[config.mk]
export PLATFORM = sky130hd
export DESIGN_NAME = keypad_scanner
export DESIGN_NICKNAME = d
export VERILOG_FILES = /design/src/rtl/keypad_scanner.sv
export SDC_FILE = /design/constraint.sdc
export NUM_CORES = 1
export LEC_CHECK = 0
export CAP_MARGIN = 20
export CELL_PAD_IN_SITES_DETAIL_PLACEMENT = 1
export CELL_PAD_IN_SITES_GLOBAL_PLACEMENT = 1
export CORE_ASPECT_RATIO = 1.1
export CORE_MARGIN = 5
export CORE_UTILIZATION = 41
export DETAILED_ROUTE_END_ITERATION = 8
export GPL_TIMING_DRIVEN = 0
export PLACE_DENSITY_LB_ADDON = 0.15
export SYNTH_ARGS = -nofsm -noshare
export SYNTH_HDL_FRONTEND = slang
export SYNTH_SLANG_ARGS = --single-unit
[constraint.sdc]
create_clock -name clk -period 1.7 [get_ports clk]
set_clock_uncertainty 0.05 [all_clocks]
set_input_delay 0.425 -clock clk [delete_from_list [all_inputs] [get_ports clk]]
set_output_delay 0.425 -clock clk [all_outputs]
set_load 0.05 [all_outputs]
[src/rtl/keypad_scanner.sv]
// 4x4 matrix keypad scanner: walks an active-low column, captures one debounced key per press,
// and hands the hex code to the consumer over a valid/ready interface with sticky overrun.
module keypad_scanner #(
  parameter int unsigned DWELL_CYCLES = 8192,
  parameter int unsigned REL_CYCLES   = 8192
) (
  input  logic       clk,
  input  logic       rst,
  input  logic [3:0] row_db,
  output logic [3:0] col,
  output logic [3:0] key_code,
  output logic       key_valid,
  input  logic       key_ready,
  output logic       overrun,
  input  logic       overrun_clr
);

  localparam int unsigned MAXC = (DWELL_CYCLES > REL_CYCLES) ? DWELL_CYCLES : REL_CYCLES;
  localparam int unsigned CW   = (MAXC > 1) ? $clog2(MAXC) : 1;

  localparam logic [CW-1:0] DWELL_LAST = CW'(DWELL_CYCLES - 1);
  localparam logic [CW-1:0] REL_LAST   = CW'(REL_CYCLES - 1);
  localparam logic [CW-1:0] CNT_ONE    = CW'(1);

  typedef enum logic [1:0] {
    ST_SCAN,
    ST_CAPTURE,
    ST_WAIT_REL
  } state_t;

  state_t          state_q, state_d;
  logic [1:0]      col_idx_q, col_idx_d;
  logic [CW-1:0]   dwell_q, dwell_d;
  logic [CW-1:0]   rel_q, rel_d;
  logic [3:0]      rows_q, rows_d;
  logic [3:0]      col_q, col_d;
  logic [3:0]      key_code_q, key_code_d;
  logic            key_valid_q, key_valid_d;
  logic            overrun_q, overrun_d;

  function automatic logic [1:0] low_row(input logic [3:0] rows);
    if (!rows[0])      return 2'd0;
    else if (!rows[1]) return 2'd1;
    else if (!rows[2]) return 2'd2;
    else               return 2'd3;
  endfunction

  function automatic logic [3:0] key_map(input logic [1:0] r, input logic [1:0] c);
    logic [3:0] code;
    code = 4'h0;
    case ({r, c})
      4'h0: code = 4'h1;
      4'h1: code = 4'h2;
      4'h2: code = 4'h3;
      4'h3: code = 4'hA;
      4'h4: code = 4'h4;
      4'h5: code = 4'h5;
      4'h6: code = 4'h6;
      4'h7: code = 4'hB;
      4'h8: code = 4'h7;
      4'h9: code = 4'h8;
      4'hA: code = 4'h9;
      4'hB: code = 4'hC;
      4'hC: code = 4'hE;
      4'hD: code = 4'h0;
      4'hE: code = 4'hF;
      4'hF: code = 4'hD;
      default: code = 4'h0;
    endcase
    return code;
  endfunction

  always_comb begin
    state_d     = state_q;
    col_idx_d   = col_idx_q;
    dwell_d     = dwell_q;
    rel_d       = rel_q;
    rows_d      = rows_q;
    key_code_d  = key_code_q;
    key_valid_d = key_valid_q;
    overrun_d   = overrun_q;

    if (key_valid_q && key_ready) begin
      key_valid_d = 1'b0;
    end

    unique case (state_q)
      ST_SCAN: begin
        if (dwell_q == DWELL_LAST) begin
          dwell_d = '0;
          if (row_db == 4'hF) begin
            col_idx_d = col_idx_q + 2'd1;
          end else begin
            // Row pattern is latched so CAPTURE is immune to rows moving after the sample.
            rows_d  = row_db;
            state_d = ST_CAPTURE;
          end
        end else begin
          dwell_d = dwell_q + CNT_ONE;
        end
      end
      ST_CAPTURE: begin
        if (!key_valid_q || key_ready) begin
          key_code_d  = key_map(low_row(rows_q), col_idx_q);
          key_valid_d = 1'b1;
        end else begin
          overrun_d = 1'b1;
        end
        rel_d   = '0;
        state_d = ST_WAIT_REL;
      end
      ST_WAIT_REL: begin
        if (row_db != 4'hF) begin
          rel_d = '0;
        end else if (rel_q == REL_LAST) begin
          rel_d     = '0;
          dwell_d   = '0;
          col_idx_d = col_idx_q + 2'd1;
          state_d   = ST_SCAN;
        end else begin
          rel_d = rel_q + CNT_ONE;
        end
      end
      default: begin
        state_d = ST_SCAN;
      end
    endcase

    if (overrun_clr) begin
      overrun_d = 1'b0;
    end

    col_d = ~(4'b0001 << col_idx_d);
  end

  always_ff @(posedge clk or negedge rst) begin
    if (!rst) begin
      state_q     <= ST_SCAN;
      col_idx_q   <= 2'd0;
      dwell_q     <= '0;
      rel_q       <= '0;
      rows_q      <= 4'hF;
      col_q       <= 4'b1110;
      key_code_q  <= 4'h0;
      key_valid_q <= 1'b0;
      overrun_q   <= 1'b0;
    end else begin
      state_q     <= state_d;
      col_idx_q   <= col_idx_d;
      dwell_q     <= dwell_d;
      rel_q       <= rel_d;
      rows_q      <= rows_d;
      col_q       <= col_d;
      key_code_q  <= key_code_d;
      key_valid_q <= key_valid_d;
      overrun_q   <= overrun_d;
    end
  end

  assign col       = col_q;
  assign key_code  = key_code_q;
  assign key_valid = key_valid_q;
  assign overrun   = overrun_q;

endmodule

==> metrics.csv <==
stage,metric,value,unit
status,status,finished with violations,
status,failing checks,negative setup slack,
yosys,Syn Std Cell Area,2406,um^2
placement,DPL Wire Length,4.143,mm
worst_setup_path,Setup Crit Path Kind,register to register,
placement,GP Congestion,0.7559,
yosys,Synth Area in Compound Gates,0.1529,
detailed_routing,vias,2219,
yosys,sequential element share of the synthesized area,0.4503,
floorplanning,core area,5733,um^2
yosys,post-synthesis mux area share,0.03120,
finish,ANT cells,0,
grt,vias in the first global route,2244,
floorplanning,starting density of the core,0.4197,
floorplanning,Ports,18,
yosys,Avg Inst Size Synth,9.663,um^2
detailed_routing,Post-route DRC,0,
yosys,Synth top area share,0.3848,
pwr,pwr/cell area,1382,nW/um^2
worst_setup_path,Crit. Startpoint,dwell_q[0],
pwr,internal power,2.844,mW
yosys,Post-synth top cells,"dfrtp_1, nand2_1, nor2_1, o21ai_0, a21oi_1",
timing,final cycle utilization of the critical path,1.159,
timing,worst slew pin tran,514.5,ps
detailed_routing,Routed Antenna Nets,0,
worst_setup_path,"Max FO, Critical Path",3,
yosys,Synth Net Count,266,
worst_setup_path,Worst EP arrival,2150,ps
pwr,P_leak,1.511,nW
timing,"Slew Viols, Final",0,
worst_setup_path,reg2reg setup slack,-270,ps
placement,DP Worst Slack,-762.3,ps
timing,Slew headroom,0.6547,
yosys,Post-Synth Adder-Cell Area,0.04680,
finish,area delta synth->final,44.57,%
finish,share of layout cells above drive strength 1,0.4399,
min_path,worst min path class,input port to asynchronous set/reset pin,
yosys,Post-Synth Simple-Gate Area,0.2460,
pwr,Psw,1.964,mW
yosys,top-count cell post-synth,dfrtp_1,
pwr,VDD IR max,0.6852,mV
yosys,"FF+latch count, synth",43,
floorplanning,Die H,90.35,um
yosys,asr flop ratio synth,1.000,
detailed_routing,1st-iter DRT viols,99,
pwr,clock power share,0.176,
worst_setup_path,Critical Path RT,1880,ps
placement,Placed Instance Area,2718,um^2
worst_setup_path,worst r2r dst,rows_q[1],
yosys,main combinational cell family by area after synthesis,simple AND/OR/NAND/NOR gates,
clocking,CTS root buf,clkbuf_8,
yosys,"top cells by area, synth","dfrtp_1, dfstp_2, ha_1",
finish,# fillers,639,
yosys,biggest area consumer among synthesized cells,dfrtp_1,
worst_setup_path,critical path capture point,rows_q[1],
finish,nets,332,
pwr,Comb pwr share,0.523,
timing,RSZ-0062 raised after global routing,yes,
detailed_routing,Pre-antenna DRT Iters,4,
yosys,number of synthesized flops with an enable pin,0,
worst_setup_path,startpoint types,register,
timing,Fin. Hold Viols,0,
floorplanning,Die Wd,83.04,um
finish,Final Cell Area,3478,um^2
timing,FMAX,0.5077,GHz
detailed_routing,Avg WL per Cell,20.01,um
detailed_routing,DRT Wirelength,7.863,mm
clocking,htree depth,2,
worst_setup_path,cells on worst reg2reg path,6,
grt,first-pass GRT wire length,10.83,mm
grt,total gr overflow,0,
clocking,Sinks on Clock Net,43,
clocking,CTS Buffer Depth,2,
clocking,CTS tree,built,
pwr,Final Power,4.807,mW
timing,endpoints failing setup,35,
clocking,worst skew pair latency,300,ps
flow_run,max_cap viols,0,
yosys,post-synthesis instance total,249,
floorplanning,row count,29,
clocking,TritonCTS Buffers,5,
worst_setup_path,reg2reg start,dwell_q[0],
yosys,post-synthesis cell type count,55,
timing,Final Worst Setup Slack,-269.6,ps
yosys,Yosys warnings,0,
grt,largest net degree at the start of global routing,25,
timing,fin crit period,1970,ps
grt,antenna violations before repair,0,
worst_setup_path,Setup crit end kind,register,
detailed_routing,DR vias/cell,5.646,
pwr,Seq pwr share,0.302,
grt,total global-route track usage,0.1762,
timing,hold_ws,20.64,ps
clocking,"CTS clk-pin slew, worst paths",90,ps
yosys,"Primary FF master, synth",dfrtp_1,
floorplanning,full die area,7502,um^2
yosys,Synth Area in XOR/XNOR,0.03640,
placement,IO buf count,17,
pwr,sw frac,0.4085,
==> registers in the layout, indices dropped and copies added, names as in the netlist <==
name,cells
state_q,2
dwell_q,13
col,4
rows_q,3
key_code,4
key_valid,1
rel_q,13
col_idx_q,2
overrun,1
==> what timing repair did <==
item | in CTS | in global routing
gates resized for setup | 52 | 64
gates cloned | 0 | 0
setup endpoints to repair | 44 | 40
buffers inserted | 30 | 13
pin swaps | 16 | 23
hold buffers | 0 | 0
==> metal layers <==
layer | GRT usage | share of wire
met5 | 0 | 0
met3 | 0.03193 | 0.022
met4 | 0.06812 | 0.031
met2 | 0.3115 | 0.52
met1 | 0.2105 | 0.43
==> how the worst min path moves through the flow <==
stage                            from     endpoint  slack [ps]  depth (start not counted)
after floorplan                   rst       col[0]          80                          0
after global placement    key_code[2]  key_code[2]         410                          2
after detailed placement          rst     rel_q[0]         370                          1
after CTS                         rst     rel_q[0]          40                          1
after global routing              rst     rel_q[0]          60                          1
final                             rst     rel_q[0]          20                          1
==> layout make-up <==
class	count	area [um^2]	share of cell area
multi-input cells	187	1538	0.4421
flip-flops and latches	43	1087	0.3126
repair buffers	61	534.3	0.1536
plain buffers	6	63.81	0.01835
clock inverters	2	35.03	0.01007
well taps	77	96.34	0.02770
clock buffers	6	82.58	0.02374
inverters	11	41.29	0.01187
==> metrics by stage <==
stage,utilization,instances,TNS (ps)
6_report,0.6067,393,-4424
5_1_grt,0.6067,393,-7287
4_1_cts,0.5526,381,-1749
3_5_place_dp,0.4740,344,-19520
3_3_place_gp,0.4714,343,-61070
2_1_floorplan,-,249,-1088
==> worst max-delay path: stages (launching register included) <==
cell and delay, ps:
dfrtp_1 360, ha_2 180, nand4_1 180, buf_4 220
buf_4 120, or4_4 500, mux2_2 290
==> power groups by stage <==
stage / clock network [mW] / logic [mW] / registers, mW
after global routing: 0.911 / 2.68 / 1.48
after detailed placement: 0 / 1.68 / 1.48
after global placement: 0 / 1.63 / 1.46
after floorplan: 0 / 0.952 / 1.70
final: 0.845 / 2.51 / 1.45
after CTS: 0.870 / 2.05 / 1.43
==> cell families after synthesis <==
family                   count (synthesis)
flip-flops                              43
AND/OR/NAND/NOR                        108
adder cells (fa/ha/maj)                  9
buffers and inverters                   19
AO/OA/AOI/OAI                           53
XOR/XNOR                                10
multiplexers                             7
==> cell usage in the layout (no fill, tap or decap), types with 4 or more instances in the layout <==
cell type	netlist	final
buf_4	1	37
dfrtp_1	37	34
nand2_1	25	23
nor2_1	24	14
a21oi_1	14	11
o21ai_0	16	9
nor2_4	0	9
inv_1	10	8
nand4_1	8	8
clkbuf_8	1	7
dfstp_2	6	6
dlygate4sd2_1	0	6
buf_6	0	6
xor2_1	6	5
ha_1	9	5
nand3_1	7	4
and3_4	1	4
nand2b_1	5	4
or3_1	4	4
o21ai_2	1	4
clkdlybuf4s15_1	0	4
Power figures use the tool's default switching activity.
